File: src/rtl/spi_gpg_master_if.sv
// Byte-level link between the GoPiGo3 command sequencer and the SPI mode-0 shifter.
// Chip select is not carried here; the sequencer keeps ownership of it.
interface spi_gpg_master_if #(
  parameter int DATA_W = 8
);
  logic              ena_2clk;
  logic              start;
  logic [DATA_W-1:0] data_in;
  logic              miso;
  logic              busy;
  logic              done;
  logic [DATA_W-1:0] data_out;
  logic              sclk;
  logic              mosi;

  modport master (
    input  ena_2clk, start, data_in, miso,
    output busy, done, data_out, sclk, mosi
  );

  modport slave (
    output ena_2clk, start, data_in, miso,
    input  busy, done, data_out, sclk, mosi
  );
endinterface

File: src/rtl/spi_gpg_master.sv
// SPI mode-0 byte shifter paced by a 2x-SCLK enable pulse; MSB first, MISO sampled on SCLK rise.
// Each enable pulse advances one SCLK half-period, so at most one SCLK edge per pulse.
module spi_gpg_master #(
  parameter int DATA_W    = 8,
  parameter int GAP_TICKS = 1
) (
  input  logic              clk_i,
  input  logic              rst_i,
  spi_gpg_master_if.master  bus
);
  localparam int CNT_W = (DATA_W > 2) ? $clog2(DATA_W) : 1;
  localparam int GAP_W = 4;
  localparam logic [CNT_W-1:0] LAST_BIT = CNT_W'(DATA_W - 1);
  localparam logic [GAP_W-1:0] LAST_GAP = GAP_W'(GAP_TICKS - 1);

  typedef enum logic [1:0] {IDLE, PH_LO, PH_HI, GAP} state_e;

  state_e            state_q;
  logic [CNT_W-1:0]  bit_cnt_q;
  logic [GAP_W-1:0]  gap_cnt_q;
  logic [DATA_W-1:0] tx_sh_q;
  logic [DATA_W-1:0] rx_sh_q;
  logic [DATA_W-1:0] data_out_q;
  logic              busy_q;
  logic              done_q;
  logic              sclk_q;

  always_ff @(posedge clk_i) begin
    if (rst_i) begin
      state_q    <= IDLE;
      bit_cnt_q  <= '0;
      gap_cnt_q  <= '0;
      tx_sh_q    <= '0;
      rx_sh_q    <= '0;
      data_out_q <= '0;
      busy_q     <= 1'b0;
      done_q     <= 1'b0;
      sclk_q     <= 1'b0;
    end else begin
      done_q <= 1'b0;
      case (state_q)
        IDLE: begin
          if (bus.start) begin
            tx_sh_q   <= bus.data_in;
            bit_cnt_q <= '0;
            busy_q    <= 1'b1;
            state_q   <= PH_LO;
          end
        end
        PH_LO: begin
          if (bus.ena_2clk) begin
            sclk_q  <= 1'b1;
            rx_sh_q <= {rx_sh_q[DATA_W-2:0], bus.miso};
            state_q <= PH_HI;
          end
        end
        PH_HI: begin
          if (bus.ena_2clk) begin
            sclk_q <= 1'b0;
            if (bit_cnt_q < LAST_BIT) begin
              bit_cnt_q <= bit_cnt_q + 1'b1;
              tx_sh_q   <= {tx_sh_q[DATA_W-2:0], 1'b0};
              state_q   <= PH_LO;
            end else begin
              // Clearing the shifter also parks MOSI low until the next accept.
              data_out_q <= rx_sh_q;
              done_q     <= 1'b1;
              tx_sh_q    <= '0;
              bit_cnt_q  <= '0;
              if (GAP_TICKS > 0) begin
                state_q <= GAP;
              end else begin
                state_q <= IDLE;
                busy_q  <= 1'b0;
              end
            end
          end
        end
        GAP: begin
          if (bus.ena_2clk) begin
            if (gap_cnt_q == LAST_GAP) begin
              busy_q    <= 1'b0;
              gap_cnt_q <= '0;
              state_q   <= IDLE;
            end else begin
              gap_cnt_q <= gap_cnt_q + 1'b1;
            end
          end
        end
        default: state_q <= IDLE;
      endcase
    end
  end

  assign bus.busy     = busy_q;
  assign bus.done     = done_q;
  assign bus.data_out = data_out_q;
  assign bus.sclk     = sclk_q;
  assign bus.mosi     = tx_sh_q[DATA_W-1];
endmodule

File: src/flat_wrapper.sv
// flat-port wrapper written by rule: the top's interface ports become plain ports
module spi_gpg_master_flat 
#(
  parameter int DATA_W    = 8,
  parameter int GAP_TICKS = 1
)
  (clk_i, rst_i, bus_ena_2clk, bus_start, bus_data_in, bus_miso, bus_busy, bus_done, bus_data_out, bus_sclk, bus_mosi);
  spi_gpg_master_if #(.DATA_W(DATA_W)) bus_i ();
  input  logic clk_i;
  input  logic rst_i;
  input wire logic [$bits(bus_i.ena_2clk)-1:0] bus_ena_2clk;
  input wire logic [$bits(bus_i.start)-1:0] bus_start;
  input wire logic [$bits(bus_i.data_in)-1:0] bus_data_in;
  input wire logic [$bits(bus_i.miso)-1:0] bus_miso;
  output wire logic [$bits(bus_i.busy)-1:0] bus_busy;
  output wire logic [$bits(bus_i.done)-1:0] bus_done;
  output wire logic [$bits(bus_i.data_out)-1:0] bus_data_out;
  output wire logic [$bits(bus_i.sclk)-1:0] bus_sclk;
  output wire logic [$bits(bus_i.mosi)-1:0] bus_mosi;
  assign bus_i.ena_2clk = bus_ena_2clk;
  assign bus_i.start = bus_start;
  assign bus_i.data_in = bus_data_in;
  assign bus_i.miso = bus_miso;
  assign bus_busy = bus_i.busy;
  assign bus_done = bus_i.done;
  assign bus_data_out = bus_i.data_out;
  assign bus_sclk = bus_i.sclk;
  assign bus_mosi = bus_i.mosi;
  spi_gpg_master #(.DATA_W(DATA_W), .GAP_TICKS(GAP_TICKS)) u_core (.clk_i(clk_i), .rst_i(rst_i), .bus(bus_i));
endmodule
File: config.mk
export PLATFORM = sky130hd
export DESIGN_NAME = spi_gpg_master_flat
export DESIGN_NICKNAME = d
export VERILOG_FILES = /design/src/rtl/spi_gpg_master_if.sv /design/src/rtl/spi_gpg_master.sv /design/src/flat_wrapper.sv
export SDC_FILE = /design/constraint.sdc
export NUM_CORES = 1
export LEC_CHECK = 0
export ABC_AREA = 1
export CORE_MARGIN = 2
export CORE_UTILIZATION = 47
export DETAILED_ROUTE_END_ITERATION = 10
export HOLD_SLACK_MARGIN = 0.15
export PLACE_DENSITY_LB_ADDON = 0.1
export SYNTH_ARGS = -nofsm -noshare
export SYNTH_HDL_FRONTEND = slang
export SYNTH_SLANG_ARGS = --single-unit
File: constraint.sdc
create_clock -name clk_i -period 1.15 [get_ports clk_i]
set_input_delay 0.23 -clock clk_i [delete_from_list [all_inputs] [get_ports clk_i]]
set_output_delay 0.23 -clock clk_i [all_outputs]
set_load 0.02 [all_outputs]
==> results by group, run 1 <==
Run status
  – Outcome: complete, no violations

Routing
  – Detailed Route WL: between 3000 and 4000 um
  – Drt drc: 0
  – Vias per cell: between 4 and 5
  – DR WL/cell: approximately 11 um
  – Antenna-violating nets left: 0
  – Via Count: between 1500 and 2000
  – First drt pass iteration count: 4
  – Drt initial violations: 102

Floorplan
  – I/O pins: 25
  – Die width: between 60 and 70 um
  – Core ar.: between 3000 and 4000 um^2
  – DIE HEIGHT: 62.9 um
  – Die ar.: about 4000 um^2
  – Initial Util: around half
  – # rows: 21

Synth
  – Mapped cell area: 1630 um^2
  – Syn avg cell area: ~7 um^2
  – Post-synthesis mux area share: 0%
  – Post-Synth Adder-Cell Area: ~2.3%
  – Synth Area in Compound Gates: 10.1%
  – Synth warn: 0
  – Synth Area in XOR/XNOR: 0%
  – Post-Synth Simple-Gate Area: approximately a third
  – #FFs+latches synth: 36
  – Sequential area share after synthesis: about 44%
  – Largest family of logic cells by synthesized area: simple AND/OR/NAND/NOR gates
  – Syn Inst Count: 234
  – Syn_nets: 250
  – Post-synth cell types: 21

CTS
  – TritonCTS clock tree: built
  – H-tree depth: 2
  – Hold_buf cts: 0
  – CTS Buffer Depth: 2
  – Clk slew on worst S/H paths: ~0.10 ns
  – Total CTS buffers: 5
  – Root buf cell: clkbuf_4
  – Clk Latency, worst-skew pair: 0.34 ns
  – Clk sinks: 36

Timing
  – F_max: between 800 and 900 MHz
  – Worst-Margin Slew: 0.245 ns
  – Final worst-path cycle share: about 99%
  – Relative slew slack: between 80% and 90%
  – Pins Over Slew Limit: 0
  – Clk_skew: approximately 0.0076 ns
  – Final setup violation count: 0
  – RSZ-0062 raised after global routing: yes
  – Final Hold Fails: 0
  – Min cycle time layout: ~1.1 ns

Placement
  – Placed Area: approximately 2100 um^2
  – GPL Wtd Cong: slightly above 0.8
  – Placed cell count: 325
  – Port Buf Inserts: 24
  – Post-DP HPWL: around 2500 um

Finish
  – Reg area: ~730 um^2
  – Nets: 305
  – Share of layout cells above drive strength 1: 29.1%
  – Non-Filler Instances: between 300 and 400
  – Syn-to-layout area delta: 39.5%
  – Number of fillers in the final layout: 320
  – Cell area after layout: about 2300 um^2
  – Ant diodes: 0
  – Area of the multi-input gates: 871 um^2

Worst setup path
  – Worst setup path startpoint: u_core.state_q[1]$_SDFFE_PP0P_
  – Startpoint types: flip-flop
  – Setup CP Type: flip-flop to flip-flop
  – Critical Path AT: approximately 1.4 ns
  – Max FO, Critical Path: 4
  – Critical path required time: between 1 and 1.5 ns
  – Worst Setup End Kind: flip-flop
  – Critical register-to-register path startpoint: u_core.state_q[1]$_SDFFE_PP0P_

GRT
  – Met3 usage: 6.31%
  – Met2 usage: approximately 31%
  – Largest net degree at the start of global routing: 30
  – Met1 usage: 24.1%
  – Antenna violations before repair: 0
  – Vias in the first global route: 1424
  – Busiest layer in global routing: met2
  – Gr usage total: about a fifth
  – First-pass GRT wire length: 6070 um
  – Remaining Overflow, GRT: 0

Min path
  – Worst hold path startpoint: bus_ena_2clk
  – Tightest Hold Check Type: input port to flip-flop

Power
  – Sw power: around 1.2 mW
  – Internal: 2.35 mW
  – Max IR drop VDD: around 1.2 mV
  – Clock Power Share: a little over a fifth
  – PwrDens: around 1600 nW/um^2
  – Seq pwr share: between 40% and 50%
  – Leak: ~1.1 nW
  – Sw frac: between 30% and 40%
  – Combinational share of power: between 30% and 40%
  – Final Power: 3.54 mW

Run
  – Max-cap violations: 0
placed cells by master (no fill, tap or decap), types with 8 or more instances in the layout:
| cell | instances |
|---|---|
| buf_4 | 20 |
| dfxtp_1 | 29 |
| clkdlybuf4s50_1 | 11 |
| buf_6 | 9 |
| o21ai_1 | 8 |
| o21ai_0 | 8 |
| nor2_1 | 36 |
| a21oi_1 | 13 |
| nand3_1 | 26 |
| inv_1 | 19 |
| buf_2 | 12 |
| nand2_1 | 51 |
registers in the layout, summed over array words and instances, names as in the netlist, 2 cells and up:
| name | cells |
|---|---|
| u_core.tx_sh_q | 8 |
| u_core.gap_cnt_q | 4 |
| u_core.state_q | 2 |
| u_core.bit_cnt_q | 3 |
| u_core.bus.data_out | 8 |
| u_core.rx_sh_q | 8 |
layout make-up:
cell class                 count  share of cell area (%)
inverter                      24                    4.18
clock buffer                   7                    2.86
multi-input combinational    168                    38.2
tap                           46                    2.53
timing repair buffer          54                    19.9
sequential                    36                    32.3
repair_timing:
item	CTS	global route
setup endpoints to repair	24	33
cloned	0	1
resized for setup	58	40
pin swaps	3	10
setup buffers	0	2
per-layer routing:
| metal | routed length, um | up-vias |
|---|---|---|
| li1 | - | 855 |
| met1 | 1760 | 705 |
| met2 | 1580 | 29 |
| met3 | 141 | 4 |
| met4 | 66 | 0 |
| met5 | 0 | - |
worst max-delay path: stages (launching register included):
cell	delay, ns
dfxtp_4	0.37
buf_6	0.12
o21ai_1	0.23
nand2_1	0.11
nand2_2	0.09
nor2_1	0.05
nor2_1	0.10
final timing paths:
kind                                 endpoint  slack, ns  depth (start not counted)
max            u_core.state_q[0]$_SDFFE_PP0P_       0.01                          6
min          u_core.gap_cnt_q[1]$_SDFFE_PP0P_       0.38                          4
max reg2reg    u_core.state_q[0]$_SDFFE_PP0P_       0.01                          6
min reg2reg      u_core.bus.sclk$_SDFFE_PP0P_       0.46                          2
Yosys cell counts, drive strengths merged:
library cell | number | area share (%)
a21oi | 17 | 5.2
o21ai | 16 | 4.9
clkbuf | 2 | 0.46
nand2 | 58 | 14
buf | 5 | 2.1
nor2 | 42 | 10
nor3 | 2 | 1.3
nand3 | 29 | 9.7
ha | 3 | 2.3
dfxtp | 36 | 44
inv | 24 | 5.7
cell families after synthesis:
kind of cell,after synthesis
flops,36
fa+ha+maj,3
simple gates,131
compound gates,33
buf+inv,31
through the flow:
stage                     setup TNS (ns)  utilization (%)  hold WS, ns  setup slack (ns)
after floorplan                  -0.0155                -        0.299           -0.0155
after global placement            -10.19             63.4        0.450            -0.371
after detailed placement          -10.51             63.4        0.450            -0.382
after CTS                              0             64.3        0.429           0.00370
after global routing              -0.396             68.2        0.365           -0.0817
final                                  0             68.2        0.382            0.0119
power groups by stage:
stage	registers [mW]	clock network, mW	logic, mW
2_1_floorplan	1.55	0	0.655
3_3_place_gp	1.55	0	1.05
3_5_place_dp	1.55	0	1.06
4_1_cts	1.53	0.765	1.08
5_1_grt	1.57	0.813	1.41
6_report	1.55	0.737	1.26
No activity file was read; power rests on OpenSTA's default activity.
==> run 2: changes to the inputs <==
--- a/config.mk
+++ b/config.mk
@@ -8,6 +8,7 @@
 export ABC_AREA = 1
 export CORE_MARGIN = 2
 export CORE_UTILIZATION = 47
+export CTS_CLUSTER_SIZE = 25
 export DETAILED_ROUTE_END_ITERATION = 10
 export HOLD_SLACK_MARGIN = 0.15
 export PLACE_DENSITY_LB_ADDON = 0.1
==> results of run 2 <==
No change in the layout: final DEF, timing and power equal those of run 1.
==> run 3: changes to the inputs <==
--- a/config.mk
+++ b/config.mk
@@ -6,12 +6,14 @@
 export NUM_CORES = 1
 export LEC_CHECK = 0
 export ABC_AREA = 1
+export CORE_ASPECT_RATIO = 1.5
 export CORE_MARGIN = 2
 export CORE_UTILIZATION = 47
 export CTS_CLUSTER_SIZE = 25
 export DETAILED_ROUTE_END_ITERATION = 10
 export HOLD_SLACK_MARGIN = 0.15
 export PLACE_DENSITY_LB_ADDON = 0.1
+export SETUP_SLACK_MARGIN = 0.05
 export SYNTH_ARGS = -nofsm -noshare
 export SYNTH_HDL_FRONTEND = slang
 export SYNTH_SLANG_ARGS = --single-unit
==> run 3 against run 2 <==
- critical path depth increased by 2
- global-route usage rose by 2.4 points
- cell area rose by 3.8%
- hold slack improved by 0.072 ns
- setup slack got worse by 0.0071 ns
- sequential power barely moved
- wire length is 7.8% higher
- maximum frequency is 0.62% lower
- sequential cell count is the same
- clock power grew 28%
- largest power group unchanged
==> results by group, run 3 (synthesized netlist as in run 1, its figures left out) <==
CTS
  – Clk Latency, worst-skew pair: 0.29 ns
  – Hold_buf cts: 0
  – H-tree depth: 2
  – CTS Buffer Depth: 2
  – Clk slew on worst S/H paths: 0.08 ns
  – Total CTS buffers: 5
  – TritonCTS clock tree: built
  – Root buf cell: clkbuf_8
  – Clk sinks: 36

Worst setup path
  – Worst setup path startpoint: u_core.state_q[1]$_SDFFE_PP0P_
  – Critical path's top delay family: simple AND/OR/NAND/NOR gates
  – FF-to-FF path depth: 8
  – Worst Setup End Kind: flip-flop
  – Worst path slowest cell: dfxtp_4
  – Critical path required time: 1.37 ns
  – Reg2Reg Setup Slack: slightly below 0.005 ns
  – Slowest stage delay, CP: ~0.36 ns
  – Critical Path Sink: u_core.state_q[1]$_SDFFE_PP0P_
  – Critical register-to-register path startpoint: u_core.state_q[1]$_SDFFE_PP0P_
  – Setup CP Type: flip-flop to flip-flop
  – Worst path depth: 8
  – CP most frequent cell: buf_6
  – Critical Path AT: approximately 1.4 ns
  – Critical-path cell list: buf_6 > nor2_4 > nand2_4 > buf_6 > buf_6 > nand3_1 > nand2_1 > nor2_1
  – Worst path bufs/invs: 3
  – Max FO, Critical Path: 4
  – Crit Reg-Reg Endpoint: u_core.state_q[1]$_SDFFE_PP0P_
  – Startpoint types: flip-flop

Routing
  – Drt drc: 0
  – Drt initial violations: a little over 50
  – Antenna-violating nets left: 0
  – Detailed Route WL: between 3000 and 4000 um
  – First drt pass iteration count: 4
  – Via Count: roughly 1600
  – Vias per cell: between 4 and 5
  – DR WL/cell: ~11 um

Power
  – Combinational share of power: between 30% and 40%
  – Sw frac: about a third
  – Max IR drop VDD: between 1 and 1.5 mV
  – PwrDens: around 1600 nW/um^2
  – Sw power: around 1.3 mW
  – Internal: between 2 and 3 mW
  – Seq pwr share: 40.6%
  – Leak: approximately 1.1 nW
  – Clock Power Share: between 20% and 30%

Finish
  – Final Util: a little over two thirds
  – Nets: between 300 and 400
  – Share of layout cells above drive strength 1: around a third
  – Non-Filler Instances: between 300 and 400
  – Most common cell after layout, fill and taps aside: nand2_1
  – Most frequent cells in the layout: 49 x nand2_1, 35 x nor2_1, 29 x dfxtp_1
  – Syn-to-layout area delta: 44.8%
  – Ant diodes: 0

Timing
  – Min cycle time layout: 1.15 ns
  – Setup ws final: between 0.004 and 0.005 ns
  – Final worst-path cycle share: roughly 100%
  – Final Hold Fails: 0
  – Final setup violation count: 0
  – Relative slew slack: between 80% and 90%
  – F_max: a little under 900 MHz
  – RSZ-0062 raised after global routing: yes
  – Worst-Margin Slew: about 0.26 ns
  – Pins Over Slew Limit: 0
  – Clk_skew: ~0.0053 ns

Floorplan
  – Core ar.: between 3000 and 4000 um^2
  – # rows: 26
  – I/O pins: 25
  – Die ar.: 3970 um^2
  – DIE HEIGHT: roughly 76 um
  – Die width: approximately 52 um
  – Initial Util: a little under 50%

GRT
  – Largest net degree at the start of global routing: 18
  – Gr usage total: 21.9%
  – First-pass GRT wire length: 6810 um
  – Vias in the first global route: around 1600
  – Antenna violations before repair: 0
  – Remaining Overflow, GRT: 0

Placement
  – Placed cell count: between 300 and 400
  – Port Buf Inserts: 24
  – GPL Wtd Cong: around 0.75
  – DP Worst Slack: -0.323 ns
  – Post-DP HPWL: roughly 2700 um

Run status
  – Outcome: complete, no violations

Min path
  – Tightest Hold Check Type: flip-flop to flip-flop
  – Worst hold path startpoint: u_core.rx_sh_q[7]$_SDFFE_PP0P_

Run
  – Max-cap violations: 0
[run 3: changes by cell type in the layout (fill, tap and decap cells not counted), sizes merged]
cell	delta
dlygate4sd2	+1
dlymetal6s2s	-1
clkinvlp	+1
nand2	-1
buf	+2
[run 3: per-layer routing]
layer	GRT usage, %	vias up	wire length, um
li1	-	858	-
met1	26.2	752	1630
met2	39.1	20	2060
met3	3.53	4	96
met4	5.53	0	36
met5	0	-	0
[run 3: worst min path at each step]
stage | to | cells past startpoint
finish | u_core.rx_sh_q[7]$_SDFFE_PP0P_ | 2
global route | u_core.rx_sh_q[7]$_SDFFE_PP0P_ | 2
CTS | u_core.rx_sh_q[7]$_SDFFE_PP0P_ | 2
detailed placement | u_core.rx_sh_q[7]$_SDFFE_PP0P_ | 2
global placement | u_core.rx_sh_q[7]$_SDFFE_PP0P_ | 2
floorplan | u_core.bus.sclk$_SDFFE_PP0P_ | 1
[run 3: timing repair]
| action | CTS | global route |
|---|---|---|
| pin swaps | 8 | 14 |
| resized for setup | 65 | 37 |
| buffers inserted | 2 | 0 |
| endpoints found under the setup margin | 46 | 36 |
[run 3: area by class of cell]
type                    instances  area, um^2
clock buffers                   7        86.3
clock inverters                 1        7.51
fillers                       297         986
inverters                      24        95.1
multi-input cells             167         907
flip-flops and latches         36         734
well taps                      42        52.6
repair buffers                 56         482
[run 3: worst reg2reg max path, cell delays in order, from the launching register on]
cell	delay (ns)
dfxtp_4	0.36
buf_6	0.13
nor2_4	0.09
nand2_4	0.08
buf_6	0.12
buf_6	0.10
nand3_1	0.07
nand2_1	0.05
nor2_1	0.08
[run 3: power groups by stage]
stage          registers, mW  clock network, mW  logic [mW]
2_1_floorplan           1.56                  0       0.689
6_report                1.56              0.944        1.34
4_1_cts                 1.55              0.961        1.22
3_5_place_dp            1.56                  0        1.16
3_3_place_gp            1.56                  0        1.14
5_1_grt                 1.58               1.01        1.50
[run 3: through the flow]
stage,setup TNS (ns),instance area [um^2],total power [mW],hold WS [ns]
floorplan,0,1660,2.25,0.299
global placement,-9.39,2160,2.70,0.440
detailed placement,-10.21,2160,2.72,0.447
CTS,0,2270,3.73,0.457
global route,-0.739,2360,4.09,0.484
finish,0,2360,3.84,0.455
